--- src/rtl/fp_wb_sched_if.sv ---
// Producer-side handshake bundle for the FP writeback scheduler.
// Carries the FPU result path and the FP load / int-to-FP move path.
// The scheduler uses the slave view; the producers (or a bench) use the master view.
interface fp_wb_sched_if #(
  parameter int XLEN = 32
);

  logic            fpu_valid_i;
  logic [4:0]      fpu_rd_i;
  logic [XLEN-1:0] fpu_data_i;
  logic            fpu_ready_o;

  logic            lsu_valid_i;
  logic [4:0]      lsu_rd_i;
  logic [XLEN-1:0] lsu_data_i;
  logic            lsu_ready_o;

  modport master (
    output fpu_valid_i, fpu_rd_i, fpu_data_i,
    input  fpu_ready_o,
    output lsu_valid_i, lsu_rd_i, lsu_data_i,
    input  lsu_ready_o
  );

  modport slave (
    input  fpu_valid_i, fpu_rd_i, fpu_data_i,
    output fpu_ready_o,
    input  lsu_valid_i, lsu_rd_i, lsu_data_i,
    output lsu_ready_o
  );

endinterface

--- src/rtl/fp_wb_sched.sv ---
// FP register file writeback scheduler and busy scoreboard.
// - Round-robin arbiter between the FPU result path and the LSU/move path.
// - The winner becomes a registered write {fregwrite_o, frd_o, wdata_o}.
// - Per-register busy bits give the issue stage a source/destination hazard.
// Optional build macro FP_WB_BYPASS_EN: sources matching the register written
// this cycle are forwarded (fwd_hit_o/fwd_data_o) and masked out of hazard_o.
// Without it, fwd_hit_o/fwd_data_o are tied to zero.
module fp_wb_sched #(
  parameter int NUM_REGS = 32,
  parameter int XLEN     = 32
) (
  input  logic            clk_i,
  input  logic            rst_ni,
  fp_wb_sched_if.slave    prod,
  input  logic            issue_set_i,
  input  logic [4:0]      issue_rd_i,
  input  logic [4:0]      rs1_i,
  input  logic [4:0]      rs2_i,
  input  logic [4:0]      rs3_i,
  output logic            hazard_o,
  output logic [2:0]      fwd_hit_o,
  output logic [XLEN-1:0] fwd_data_o,
  input  logic            flush_i,
  output logic            fregwrite_o,
  output logic [4:0]      frd_o,
  output logic [XLEN-1:0] wdata_o
);

  // Round-robin pointer: 0 prefers the FPU, 1 prefers the LSU on contention.
  logic                prio_d, prio_q;
  logic                fregwrite_d, fregwrite_q;
  logic [4:0]          frd_d, frd_q;
  logic [XLEN-1:0]     wdata_d, wdata_q;
  logic [NUM_REGS-1:0] busy_d, busy_q;

  logic                gnt_fpu_s;
  logic                gnt_lsu_s;
  logic [2:0]          src_busy_s;
  logic [2:0]          fwd_hit_s;
  logic                hazard_s;

  // Grant one requester; prio_q only matters when both are valid.
  always_comb begin
    gnt_fpu_s = 1'b0;
    gnt_lsu_s = 1'b0;
    if (prod.fpu_valid_i && prod.lsu_valid_i) begin
      if (prio_q) begin
        gnt_lsu_s = 1'b1;
      end else begin
        gnt_fpu_s = 1'b1;
      end
    end else if (prod.fpu_valid_i) begin
      gnt_fpu_s = 1'b1;
    end else if (prod.lsu_valid_i) begin
      gnt_lsu_s = 1'b1;
    end else begin
      gnt_fpu_s = 1'b0;
      gnt_lsu_s = 1'b0;
    end
  end

  assign prod.fpu_ready_o = gnt_fpu_s;
  assign prod.lsu_ready_o = gnt_lsu_s;

  // Next priority points at whoever lost; an idle cycle keeps the pointer.
  always_comb begin
    prio_d = prio_q;
    if (gnt_fpu_s) begin
      prio_d = 1'b1;
    end else if (gnt_lsu_s) begin
      prio_d = 1'b0;
    end else begin
      prio_d = prio_q;
    end
  end

  // Build the next register-file write; address/data hold when nothing is granted.
  always_comb begin
    fregwrite_d = gnt_fpu_s | gnt_lsu_s;
    frd_d       = frd_q;
    wdata_d     = wdata_q;
    if (gnt_fpu_s) begin
      frd_d   = prod.fpu_rd_i;
      wdata_d = prod.fpu_data_i;
    end else if (gnt_lsu_s) begin
      frd_d   = prod.lsu_rd_i;
      wdata_d = prod.lsu_data_i;
    end else begin
      frd_d   = frd_q;
      wdata_d = wdata_q;
    end
  end

  // Scoreboard update: flush or the current write clears, then a new issue sets.
  // The set is applied last so a newer producer keeps ownership of the register.
  always_comb begin
    busy_d = busy_q;
    if (flush_i) begin
      busy_d = {NUM_REGS{1'b0}};
    end else if (fregwrite_q) begin
      busy_d[frd_q] = 1'b0;
    end else begin
      busy_d = busy_q;
    end
    if (issue_set_i) begin
      busy_d[issue_rd_i] = 1'b1;
    end else begin
      busy_d = busy_d;
    end
  end

  // Hazard from the current scoreboard; forwarded sources are not stalls.
  always_comb begin
    src_busy_s = {busy_q[rs3_i], busy_q[rs2_i], busy_q[rs1_i]};
`ifdef FP_WB_BYPASS_EN
    fwd_hit_s[0] = fregwrite_q & (frd_q == rs1_i);
    fwd_hit_s[1] = fregwrite_q & (frd_q == rs2_i);
    fwd_hit_s[2] = fregwrite_q & (frd_q == rs3_i);
`else
    fwd_hit_s = 3'b000;
`endif
    // The destination term is never masked: a WAW must wait for the bit to clear.
    hazard_s = (|(src_busy_s & ~fwd_hit_s)) | busy_q[issue_rd_i];
  end

  assign hazard_o  = hazard_s;
  assign fwd_hit_o = fwd_hit_s;
`ifdef FP_WB_BYPASS_EN
  assign fwd_data_o = wdata_q;
`else
  assign fwd_data_o = {XLEN{1'b0}};
`endif

  // State registers; reset drops any pending write and clears the scoreboard.
  always_ff @(posedge clk_i or negedge rst_ni) begin
    if (!rst_ni) begin
      prio_q      <= 1'b0;
      fregwrite_q <= 1'b0;
      frd_q       <= 5'd0;
      wdata_q     <= {XLEN{1'b0}};
      busy_q      <= {NUM_REGS{1'b0}};
    end else begin
      prio_q      <= prio_d;
      fregwrite_q <= fregwrite_d;
      frd_q       <= frd_d;
      wdata_q     <= wdata_d;
      busy_q      <= busy_d;
    end
  end

  assign fregwrite_o = fregwrite_q;
  assign frd_o       = frd_q;
  assign wdata_o     = wdata_q;

endmodule

--- src/flat_wrapper.sv ---
// flat-port wrapper written by rule: the top's interface ports become plain ports
module fp_wb_sched_flat 
#(
  parameter int NUM_REGS = 32,
  parameter int XLEN     = 32
)
  (clk_i, rst_ni, issue_set_i, issue_rd_i, rs1_i, rs2_i, rs3_i, hazard_o, fwd_hit_o, fwd_data_o, flush_i, fregwrite_o, frd_o, wdata_o, prod_fpu_valid_i, prod_fpu_rd_i, prod_fpu_data_i, prod_fpu_ready_o, prod_lsu_valid_i, prod_lsu_rd_i, prod_lsu_data_i, prod_lsu_ready_o);
  fp_wb_sched_if #(.XLEN(XLEN)) prod_i ();
  input  logic clk_i;
  input  logic rst_ni;
  input  logic issue_set_i;
  input  logic [4:0] issue_rd_i;
  input  logic [4:0] rs1_i;
  input  logic [4:0] rs2_i;
  input  logic [4:0] rs3_i;
  output logic hazard_o;
  output logic [2:0] fwd_hit_o;
  output logic [XLEN-1:0] fwd_data_o;
  input  logic flush_i;
  output logic fregwrite_o;
  output logic [4:0] frd_o;
  output logic [XLEN-1:0] wdata_o;
  input wire logic [$bits(prod_i.fpu_valid_i)-1:0] prod_fpu_valid_i;
  input wire logic [$bits(prod_i.fpu_rd_i)-1:0] prod_fpu_rd_i;
  input wire logic [$bits(prod_i.fpu_data_i)-1:0] prod_fpu_data_i;
  output wire logic [$bits(prod_i.fpu_ready_o)-1:0] prod_fpu_ready_o;
  input wire logic [$bits(prod_i.lsu_valid_i)-1:0] prod_lsu_valid_i;
  input wire logic [$bits(prod_i.lsu_rd_i)-1:0] prod_lsu_rd_i;
  input wire logic [$bits(prod_i.lsu_data_i)-1:0] prod_lsu_data_i;
  output wire logic [$bits(prod_i.lsu_ready_o)-1:0] prod_lsu_ready_o;
  assign prod_i.fpu_valid_i = prod_fpu_valid_i;
  assign prod_i.fpu_rd_i = prod_fpu_rd_i;
  assign prod_i.fpu_data_i = prod_fpu_data_i;
  assign prod_fpu_ready_o = prod_i.fpu_ready_o;
  assign prod_i.lsu_valid_i = prod_lsu_valid_i;
  assign prod_i.lsu_rd_i = prod_lsu_rd_i;
  assign prod_i.lsu_data_i = prod_lsu_data_i;
  assign prod_lsu_ready_o = prod_i.lsu_ready_o;
  fp_wb_sched #(.NUM_REGS(NUM_REGS), .XLEN(XLEN)) u_core (.clk_i(clk_i), .rst_ni(rst_ni), .prod(prod_i), .issue_set_i(issue_set_i), .issue_rd_i(issue_rd_i), .rs1_i(rs1_i), .rs2_i(rs2_i), .rs3_i(rs3_i), .hazard_o(hazard_o), .fwd_hit_o(fwd_hit_o), .fwd_data_o(fwd_data_o), .flush_i(flush_i), .fregwrite_o(fregwrite_o), .frd_o(frd_o), .wdata_o(wdata_o));
endmodule
--- config.mk ---
export PLATFORM = sky130hd
export DESIGN_NAME = fp_wb_sched_flat
export DESIGN_NICKNAME = d
export VERILOG_FILES = /design/src/rtl/fp_wb_sched_if.sv /design/src/rtl/fp_wb_sched.sv /design/src/flat_wrapper.sv
export SDC_FILE = /design/constraint.sdc
export NUM_CORES = 1
export LEC_CHECK = 0
export BUFFER_PORTS_ARGS = -buffer_cell sky130_fd_sc_hd__clkbuf_2
export CELL_PAD_IN_SITES_DETAIL_PLACEMENT = 0
export CELL_PAD_IN_SITES_GLOBAL_PLACEMENT = 1
export CORE_ASPECT_RATIO = 2
export CORE_MARGIN = 8
export CORE_UTILIZATION = 41
export CTS_CLUSTER_DIAMETER = 30
export CTS_CLUSTER_SIZE = 14
export DETAILED_ROUTE_END_ITERATION = 7
export PLACE_DENSITY = 0.95
export SLEW_MARGIN = 10
export SYNTH_ARGS = -nofsm -noshare
export SYNTH_HDL_FRONTEND = slang
export SYNTH_SLANG_ARGS = --single-unit
--- constraint.sdc ---
create_clock -name clk_i -period 3.2 [get_ports clk_i]
set_input_delay 0.32 -clock clk_i [delete_from_list [all_inputs] [get_ports clk_i]]
set_output_delay 0.32 -clock clk_i [all_outputs]
set_load 0.005 [all_outputs]
# Word-level counts from Yosys, hierarchy flattened

Cells that the tools add are included.

Order comparisons: 7
Mux-type cells: 28
Bitwise logic cells: 5
Reductions and logical operators: 5

Operators with widths:

| cell                                                                                 | number |
|---|---|
| 32-bit 2-to-1 mux                                                                    | 5 |
| 32-bit AND                                                                           | 1 |
| 32-bit NOT                                                                           | 1 |
| 32-bit OR                                                                            | 1 |
| 5-bit by 6-bit < comparator with 1-bit output (second input constant)                | 5 |
| 1-bit binary-select mux with 5-bit select                                            | 4 |
| 1-bit 2-to-1 mux                                                                     | 15 |
| 1-bit demux with 5-bit select                                                        | 2 |
| 5-bit by 1-bit greater-or-equal comparator with 1-bit output (second input constant) | 2 |
| 5-bit 2-to-1 mux                                                                     | 2 |
| 1-bit logical AND                                                                    | 3 |
| 3-bit OR reduction                                                                   | 1 |
| 1-bit OR                                                                             | 2 |
| 2-bit nonzero test                                                                   | 1 |

Bits in registers: 71
Bits of input ports: 100

# Logic depth before layout (Yosys ltp)

Gate-level depths: netlist (run 1).

Word-level depth: 10
Mapped depth: 8

# Worst setup path before layout (run 1)

No wires, ideal clock.

Kind: input -> output
From: in rs2_i[1]
To: out hazard_o
Arrival: 1.699 ns
Setup slack: 1.181 ns
Stages on the path: 5
Buffers on the path: 1
Cells stage by stage: buf_2 mux4_2 or2b_1 a2111oi_0 nand3_1

Longest elaborated chain between the ends: 4

RTL lines:

| what                                      | RTL line           | RTL |
|---|---|---|
| start: declaration                        | flat_wrapper.sv:14 | `input logic [4:0] rs2_i;` |
| 1-bit binary-select mux with 5-bit select | fp_wb_sched.sv:114 | `src_busy_s = {busy_q[rs3_i], busy_q[rs2_i], busy_q[rs1_i]};` |
| 1-bit 2-to-1 mux (implied by the code)    | fp_wb_sched.sv:114 |  |
| 3-bit OR reduction                        | fp_wb_sched.sv:123 | `hazard_s = (\|(src_busy_s & ~fwd_hit_s)) \| busy_q[issue_rd_i];` |
| 1-bit OR                                  | fp_wb_sched.sv:123 |  |
| end: declaration                          | flat_wrapper.sv:16 | `output logic hazard_o;` |

Every way passes these cells. The select of a mux whose other input is x is not followed.

# Final worst setup path (run 1)

From: reg u_core.busy_q[17]
To: out hazard_o

Longest elaborated chain between the ends: 4

RTL lines:

| what                                      | RTL line           | RTL |
|---|---|---|
| start: declaration                        | fp_wb_sched.sv:34  | `logic [NUM_REGS-1:0] busy_d, busy_q;` |
| start signal: assignment                  | fp_wb_sched.sv:141 | `busy_q <= {NUM_REGS{1'b0}};` |
| start signal: assignment                  | fp_wb_sched.sv:147 | `busy_q <= busy_d;` |
| 1-bit binary-select mux with 5-bit select | fp_wb_sched.sv:114 |  |
| 1-bit 2-to-1 mux (implied by the code)    | fp_wb_sched.sv:114 |  |
| 3-bit OR reduction                        | fp_wb_sched.sv:123 |  |
| 1-bit OR (*)                              | fp_wb_sched.sv:123 |  |

Mark *: on every way between the ends. The rest lies on a longest branch, timed or not. The select of a mux whose other input is x is not followed.

==> out/metrics.yaml, run 1 <==
period_needed_ps: 2580
crit_fanout: 5
drc: 0
final_antenna_net_count: 0
grt-ovfl-total: 0
num_rows: 57
antenna_found_initial: 0
die-area_sq_um: 16180
reg2reg_slack_ps: 1590
crit_arrival_ps: 2260
start_util_pct: 41.43
reg2reg_from: "u_core.prio_q"
cts_root_buffer: "clkbuf_16"
critPathLaunchType: "register"
ir_worst_vdd_mv: 0.3834
p_leak_uw: 0.002687
drv_cap: 0
area_growth_pct: 18.84
syn_avg_cell_area_sq_um: 9.493
die_y_um: 172.1
vias: 4581
tns_ps: 0
cts-resized-gates: 0
grtUsageTotal_pct: 21.05
finalMaxSlewViolations: 0
final_cells: 797
place.gp.congestion: 0.9959
dpl.cell_count: 781
synth_area_sq_um: 4994
required_ps: 2880
drt_first_iter_violations: 240
r2r.worst_path.cells: 5
grt_pass1_vias: 5045
layout-drive-gt1-share_pct: 34.77
hold_path.class: "in2async"
nets: 745
cellPowerDensity_nw_per_um2: 452.1
tightest_slew_ps: 932.5
cts_sinks: 71
clock_latency_ps: 340
die_w_um: 94.04
ys_ff_latch: 71
dr.pass1.iters: 4
fmax_mhz: 387.5
startpoint: "u_core.busy_q[17]"
p_total_uw: 2683
status: "complete, no violations"
detail_route.wl_per_cell_um: 20.91
viasPerCell: 5.748
dp_slack_ps: 711.7
crit_end: "hazard_o"
cts_tree: "built"
grt_max_degree: 72
worstReg2RegEnd: "u_core.wdata_o[9]"
period_share_pct: 80.64
wl_met1_um: 5517
cp-end-kind: "primary output"
yosysWarnings: 0
hold_violations: 0
clockBufferDepth: 2
diodes: 0
synth_sequential_area_ratio_pct: 35.58
synthArstFlopShare_pct: 100.0
post_cts_buffers: 0
synth.distinct_cells: 40
crit_type: "reg2out"
clock_skew_ps: 12.52
slew_headroom_pct: 37.84
cts_hold_buf: 0
worst_slack_ps: 619.6
clkSlewWorstSetupHoldPaths_ps: 60
wirelength_um: 16670
port_buffers: 140
boundaryPins: 176
grt_pass1_wl_um: 26360
h-tree-depth: 3
setup_viol: 0
fill_cells: 1156
synth_edf_count: 0
dr_wl_met2_um: 8804
core_area_sq_um: 12050
highest_layer: "met4"
detailed_place_hpwl_um: 13130
wl_met3_um: 1525
syn_inst: 526
rsz0062_at_grt: "no"
numCtsBuffers: 9
ys.flop_type: "dfrtp_1"
## layout make-up
cell class	count	area (sq um)	area share [%]
inverter	2	7.507	0.1265
multi-input combinational	416	2907	48.98
tap	147	183.9	3.099
sequential	71	1777	29.94
timing repair buffer	145	738.2	12.44
clock inverter	7	96.34	1.623
clock buffer	9	225.2	3.795
## state kept, by name, summed over array words and instances (netlist names)
name and flops:
u_core.frd_o 5, u_core.fregwrite_o 1, u_core.wdata_o 32, u_core.prio_q 1
u_core.busy_q 32
## synthesized netlist by cell type (all sizes together), types with 2 or more instances
library cell	instances	area share (%)
nor2	79	5.9
dfrtp	71	36
buf	50	7.0
o21ai	50	5.0
o22ai	43	5.4
mux2	39	8.8
mux2i	29	5.8
nand3b	27	4.1
nand2	23	1.7
clkbuf	21	1.6
mux4	19	8.9
nor2b	18	2.4
nor3b	11	1.7
nand3	7	0.70
or3b	5	0.88
nor3	4	0.40
or2	4	0.50
a2111oi	3	0.53
a21oi	3	0.30
a211oi	2	0.40
inv	2	0.15
nand4	2	0.25
nor4	2	0.25
o221ai	2	0.35
or3	2	0.28
## worst max-delay path, cell delays in order (launching register included)
cell and delay (ps):
dfrtp_1 470, mux4_1 540, mux2i_1 150, nor3b_1 80
a2111oi_0 420, nand3_1 120, clkbuf_2 140
## metrics by stage
stage               instance area (sq um)  hold WS [ps]  util, %
finish                               5934         207.3    49.24
global route                         5934         211.2    49.24
global placement                     5613         508.2    46.57
CTS                                  5934         206.8    49.24
floorplan                            5121         24.41        -
detailed placement                   5613         514.4    46.57
## kinds of logic after synthesis
logic type	share of synthesized area, %
compound gates	12.58
buf+inv	8.770
flops	35.58
mux	23.55
other cells	0.07510
simple gates	19.44
## where the power goes
| group | switching (uW) | internal (uW) | total [uW] |
|---|---|---|---|
| clock network | 400 | 683 | 1080 |
| registers | 78.2 | 974 | 1050 |
| logic | 299 | 249 | 548 |
## cells in the final DEF, fill, tap and decap left out, types with 2 or more instances in the layout
cell / instances
o22ai_1: 43
mux4_2: 14
buf_4: 5
mux2_2: 39
nand3_1: 7
mux4_1: 5
clkbuf_16: 9
nand4_1: 2
inv_1: 2
mux2i_1: 29
nor2_1: 79
dfrtp_1: 71
nand2_1: 23
or3b_2: 5
conb_1: 35
bufinv_16: 2
or2_2: 4
o221ai_1: 2
nor2b_1: 17
nor3b_1: 11
nor3_1: 4
clkinvlp_4: 3
a2111oi_0: 3
a21oi_1: 3
nand3b_1: 27
nor4_1: 2
clkbuf_2: 139
o21ai_0: 50
## routing by layer
metal / vias up / global-route usage (%)
li1: 2090 / -
met2: 258 / 37.70
met1: 2179 / 19.76
met3: 54 / 7.304
met4: 0 / 12.93
met5: - / 0
## how the worst min path moves through the flow
| stage | start | endpoint | slack, ps | cells past startpoint |
|---|---|---|---|---|
| after detailed placement | u_core.prio_q | u_core.prio_q | 510 | 1 |
| after global placement | u_core.prio_q | u_core.prio_q | 510 | 1 |
| after CTS | prod_fpu_data_i[18] | u_core.wdata_o[18] | 210 | 3 |
| after global routing | prod_fpu_data_i[18] | u_core.wdata_o[18] | 210 | 3 |
| final | rst_ni | u_core.wdata_o[12] | 210 | 2 |
| after floorplan | rst_ni | u_core.busy_q[0] | 20 | 0 |
Note: power is estimated with default switching activity, not from simulation.
==> inputs of run 2 (changes only) <==
- CORE_UTILIZATION: 41 -> 34
- PLACE_DENSITY: 0.95 -> 0.87
- clock period: 3.2 -> 2.3 ns (I/O delays scaled with it)
==> run 2 against run 1 <==
Against the previous run: the run now ends with setup timing left; combinational power increased by 42%; worst hold slack got worse by 78 ps; first-iteration DRC count decreased by 54%; critical endpoint unchanged; largest cell class unchanged.
==> out/metrics.yaml, run 2 (synthesis gave the netlist of run 1 again) <==
cellInternalPower_uw: 2565  # +35%
dpl.cell_count: 837  # +7.2%
boundaryPins: 176  # unchanged
p_leak_uw: 0.002720  # +1.2%
setup_viol: 1  # +1
met1_usage_pct: 16.48  # -3.3 points
worstReg2RegEnd: "u_core.busy_q[7]"
period_share_pct: 102.6
final_antenna_net_count: 0  # unchanged
vias: 4478  # -2.2%
path_delay_family: "multiplexers"
use_met3_pct: 5.183  # -2.1 points
die_w_um: 101.7  # +8.1%
crit_fanout: 5  # unchanged
clock_latency_ps: 320  # -20 ps
met2_usage_pct: 30.19  # -7.5 points
grt-busiest-layer: "met2"
crit_arrival_ps: 2130  # -130 ps
diodes: 0  # unchanged
final_cells: 858  # +7.7%
slowest_stage: "mux4_2"
switching_share_pct: 29.16  # +0.20 points
min_delay_path_depth: 3
hold_violations: 0  # unchanged
h-tree-depth: 3  # unchanged
rsz0062_at_grt: "yes"
detailed_place_hpwl_um: 12850  # -2.1%
p_total_uw: 3621  # +35%
period_needed_ps: 2359
slew_headroom_pct: 58.95  # +21 points
nets: 761  # +2.1%
area_growth_pct: 22.60
drt_first_iter_violations: 110  # -54%
dp_slack_ps: 82.04  # -629.7 ps
die-area_sq_um: 19060  # +18%
pwr-share-seq_pct: 40.3  # +1.1 points
worst-path-buf-inv: 1  # unchanged
cp.depth: 5  # -1
final_common_cell: "clkbuf_2"
antenna_found_initial: 0  # unchanged
worst_slack_ps: -59.47  # -679.0 ps
p_switching_uw: 1056  # +36%
fin_util_pct: 42.66  # -6.6 points
reg2reg_from: "u_core.frd_o[2]"
cts_sinks: 71  # unchanged
cp-end-kind: "primary output"
cellPowerDensity_nw_per_um2: 591.4  # +31%
num_rows: 62  # +8.8%
grt_pass1_wl_um: 25630  # -2.8%
clkSlewWorstSetupHoldPaths_ps: 70  # about the same
drc: 0  # unchanged
fmax_mhz: 423.8
cts_tree: "built"
place.gp.congestion: 0.9529  # -4.3%
combPwrFrac_pct: 21.5  # +1.1 points
layout-drive-gt1-share_pct: 38.59  # +3.8 points
numCtsBuffers: 9  # unchanged
core_area_sq_um: 14350  # +19%
grt-ovfl-total: 0  # unchanged
dr.pass1.iters: 4  # unchanged
hold_path.class: "in2reg"
required_ps: 2070  # -810 ps
finalMaxSlewViolations: 0  # unchanged
critPathLaunchType: "register"
cts_root_buffer: "clkbuf_16"
grt_max_degree: 39  # -46%
drv_cap: 0  # unchanged
wirelength_um: 16290  # -2.3%
start_util_pct: 34.80  # -6.6 points
r2r.worst_path.cells: 4  # -1
path_cells: "mux4_2 > or2b_1 > a2111oi_1 > nand3_1 > clkbuf_2"
startpoint: "u_core.busy_q[16]"
crit_end: "hazard_o"
grtUsageTotal_pct: 17.21  # -3.8 points
ir_worst_vdd_mv: 0.3591  # -6.3%
layout_common_cells: "clkbuf_2 (139), nor2_1 (79), dfrtp_1 (61)"
grt_pass1_vias: 4929  # -2.3%
viasPerCell: 5.219  # -9.2%
clockBufferDepth: 2  # unchanged
reg2reg_slack_ps: 770  # -820 ps
port_buffers: 140  # unchanged
detail_route.wl_per_cell_um: 18.98  # -9.2%
violations: "setup timing"
crit_type: "reg2out"
slowest_delay_ps: 480  # -60 ps
tightest_slew_ps: 615.8  # -316.7 ps
pwr-share-clk_pct: 38.2  # -2.2 points
status: "complete, but fails checks"
clock_skew_ps: 14.03  # +1.507 ps
die_y_um: 187.4  # +8.9%
[run 2: cell types whose count changed in the layout (fill, tap and decap cells not counted), sizes merged]
cell,delta
buf,+15
clkinv,+2
clkinvlp,-2
bufinv,-1
clkbuf,+1
dlygate4sd3,+1
[run 2: cell type report]
class                           count  area (sq um)
Clock buffer                       10         229.0
Clock inverter                      6         68.82
Fill cell                        1467          8229
Inverter                            2         7.507
Multi-Input combinational cell    416          2910
Sequential cell                    71          1789
Tap cell                          192         240.2
Timing Repair Buffer              161         877.1
[run 2: worst min-delay path by stage]
stage	end	startpoint	slack [ps]
after floorplan	u_core.busy_q[0]	rst_ni	-70
after global routing	u_core.wdata_o[18]	prod_fpu_data_i[18]	120
after global placement	u_core.wdata_o[24]	rst_ni	270
after CTS	u_core.wdata_o[24]	prod_fpu_data_i[24]	120
after detailed placement	u_core.wdata_o[24]	rst_ni	280
final	u_core.wdata_o[28]	prod_fpu_data_i[28]	130
[run 2: power groups by stage]
stage	sequential, uW	combinational (uW)	clock, uW
after floorplan	1450	484	0
after global placement	1470	772	0
after detailed placement	1480	774	0
after CTS	1460	781	1430
after global routing	1480	859	1490
final	1460	780	1380
[run 2: repair_timing]
action / 4_1_cts / 5_1_grt
hold buffers: 1 / 0
buffers inserted: 0 / 4
endpoints found under the hold margin: 23 / 0
setup endpoints to repair: 1 / 1
pin swaps: 1 / 3
gates resized for setup: 12 / 9
[run 2: worst register-to-register path: stages (launching register included)]
cell      delay (ps)
dfrtp_1          580
nor3b_1          510
nand2_1          120
nand3b_1         100
o21ai_0           80
[run 2: layer usage]
metal	part of all wire, %	wire length [um]	vias to the layer above
met3	8.0	1299	46
met5	0	0	-
met4	4.7	765	0
li1	-	-	2114
met2	53	8688	199
met1	34	5534	2119
[run 2: metrics by stage]
stage | hold WS (ps) | TNS (ps) | cell area [sq um]
CTS | 116.5 | -88.22 | 6087
global placement | 273.1 | 0 | 5764
detailed placement | 282.1 | 0 | 5764
finish | 129.3 | -59.47 | 6122
global route | 123.4 | -205.5 | 6122
floorplan | -65.59 | 0 | 5121
==> inputs of run 3 (changes only) <==
- CORE_ASPECT_RATIO: 2 -> not set
- GPL_ROUTABILITY_DRIVEN: not set -> 0
==> run 3 against run 2 <==
Against the previous run: non-clock buffer count down 9; clock power up 5%; global-route usage down 0.78 points; final cell count down 2.0%; register-to-register slack worse by 50 ps; worst hold slack worse by 6.6 ps; first-iteration DRC count rose to 3.0 times the previous value; final area down 0.82%; total power up 1.5%; die area down 1.2%; count of clock-buffer cells in the layout up 1; the flow still finishes with violations (setup timing).
==> out/metrics.yaml, run 3 (synthesis gave the netlist of run 1 again) <==
layout_common_cells: "clkbuf_2 (138), nor2_1 (79), dfrtp_1 (62)"
detailed_place_hpwl_um: 11510  # -10%
crit_fanout: 5  # unchanged
hold_path.class: "in2reg"
period_needed_ps: 2357  # -2.105 ps
dpl.cell_count: 823  # -1.7%
grtUsageTotal_pct: 16.43  # -0.78 points
r2r.worst_path.cells: 5  # +1
dr.pass1.iters: 4  # unchanged
rsz0062_at_grt: "yes"
grt_pass1_wl_um: 24430  # -4.7%
start_util_pct: 34.62  # -0.18 points
hold_violations: 0  # unchanged
startpoint: "u_core.busy_q[8]"
clockBufferDepth: 2  # unchanged
core_area_sq_um: 14420  # +0.51%
numCtsBuffers: 9  # unchanged
grt-ovfl-total: 0  # unchanged
setup_viol: 1  # unchanged
drc: 0  # unchanged
p_total_uw: 3675  # +1.5%
tightest_slew_ps: 670.0  # +54.23 ps
p_switching_uw: 1055  # about the same
die-area_sq_um: 18820  # -1.2%
detail_route.wl_per_cell_um: 18.40  # -3.1%
clock_latency_ps: 330  # about the same
area_growth_pct: 21.60
required_ps: 2070  # about the same
violations: "setup timing"
ir_worst_vdd_mv: 0.3614  # +0.64%
slew_headroom_pct: 55.23  # -3.7 points
crit_end: "hazard_o"
dp_slack_ps: 79.24  # -2.801 ps
final_common_cell: "clkbuf_2"
drv_cap: 0  # unchanged
worst_slack_ps: -57.36  # +2.105 ps
h-tree-depth: 3  # unchanged
grt_pass1_vias: 4545  # -7.8%
finalMaxSlewViolations: 0  # unchanged
cp-end-kind: "primary output"
drt_first_iter_violations: 327  # +200%
pwr-share-clk_pct: 39.5  # +1.3 points
clkSlewWorstSetupHoldPaths_ps: 60  # about the same
reg2reg_slack_ps: 720  # -50 ps
cellInternalPower_uw: 2620  # +2.1%
diodes: 0  # unchanged
crit_arrival_ps: 2130  # about the same
clock_skew_ps: 10.87  # -3.161 ps
viasPerCell: 5.388  # +3.2%
cts_sinks: 71  # unchanged
num_rows: 44  # -29%
p_leak_uw: 0.002706  # -0.54%
layout-drive-gt1-share_pct: 37.44  # -1.1 points
switching_share_pct: 28.71  # -0.45 points
wirelength_um: 15480  # -5.0%
boundaryPins: 176  # unchanged
period_share_pct: 102.5  # about the same
crit_type: "reg2out"
antenna_found_initial: 0  # unchanged
cts_root_buffer: "clkbuf_16"
die_y_um: 137.2  # -27%
fmax_mhz: 424.2  # about the same
pwr-share-seq_pct: 39.6  # -0.7 points
status: "complete, but fails checks"
die_w_um: 137.2  # +35%
cts_tree: "built"
worstReg2RegEnd: "u_core.wdata_o[14]"
cellPowerDensity_nw_per_um2: 605.2  # +2.3%
critPathLaunchType: "register"
vias: 4531  # +1.2%
hp-start: "prod_fpu_data_i[31]"
reg2reg_from: "u_core.prio_q"
nets: 752  # -1.2%
port_buffers: 140  # unchanged
final_antenna_net_count: 0  # unchanged
combPwrFrac_pct: 20.9  # -0.6 points
grt_max_degree: 72  # +85%
final_cells: 841  # -2.0%
## run 3: changes by cell type in the layout (fill, tap and decap cells not counted), moves of 2 or more
cell / previous run / this run
buf_4: 18 / 10
mux4_1: 1 / 4
mux4_2: 18 / 15
a2111oi_1: 3 / 1
a2111oi_2: 0 / 2
clkbuf_8: 0 / 2
clkinv_4: 2 / 0
## run 3: power by group through the flow
| stage | Clock [uW] | Sequential, uW | Combinational (uW) |
|---|---|---|---|
| after detailed placement | 0 | 1480 | 762 |
| after global placement | 0 | 1470 | 755 |
| final | 1450 | 1450 | 768 |
| after CTS | 1490 | 1450 | 769 |
| after floorplan | 0 | 1450 | 484 |
| after global routing | 1540 | 1470 | 860 |
## run 3: worst min-delay path by stage
| stage | end | depth (start not counted) | slack [ps] |
|---|---|---|---|
| global placement | u_core.wdata_o[25] | 2 | 290 |
| floorplan | u_core.busy_q[0] | 0 | -70 |
| global route | u_core.wdata_o[25] | 3 | 130 |
| CTS | u_core.wdata_o[31] | 3 | 110 |
| finish | u_core.wdata_o[31] | 3 | 120 |
| detailed placement | u_core.wdata_o[27] | 2 | 300 |
## run 3: layer usage
metal | routed length [um] | track usage, % | up-vias | part of all wire, %
met5 | 0 | 0 | - | 0
met4 | 189 | 4.949 | 0 | 1.2
met3 | 2092 | 8.096 | 14 | 14
met2 | 6586 | 23.42 | 240 | 43
met1 | 6607 | 21.35 | 2174 | 43
li1 | - | - | 2103 | -
## run 3: cell type report
cell class	instances	area, sq um
Clock buffer	11	252.7
Clock inverter	5	62.56
Fill cell	1492	8352
Inverter	2	7.507
Multi-Input combinational cell	416	2925
Sequential cell	71	1788
Tap cell	184	230.2
Timing Repair Buffer	152	805.8
## run 3: stage by stage
step	instance area (sq um)	TNS [ps]	utilization (%)	hold slack, ps
after floorplan	5121	0	-	-65.59
after global placement	5709	0	39.58	292.0
after detailed placement	5709	0	39.58	300.9
after CTS	6047	-53.25	41.92	112.2
after global routing	6072	-157.4	42.10	129.3
final	6072	-57.36	42.10	122.7
## run 3: repair_timing
action                                  in CTS  in global routing
endpoints found under the setup margin       1                  1
resized for setup                            8                 10
buffers inserted                             1                  0
endpoints found under the hold margin       71                  0
hold buffers                                 1                  0
pin swaps                                    2                  3
## run 3: worst max-delay path, stage by stage (launching register included)
cell and delay [ps]:
dfrtp_1 460, mux4_2 490, mux2i_2 210, nor3b_2 80
a2111oi_2 320, nand3_1 110, buf_2 140
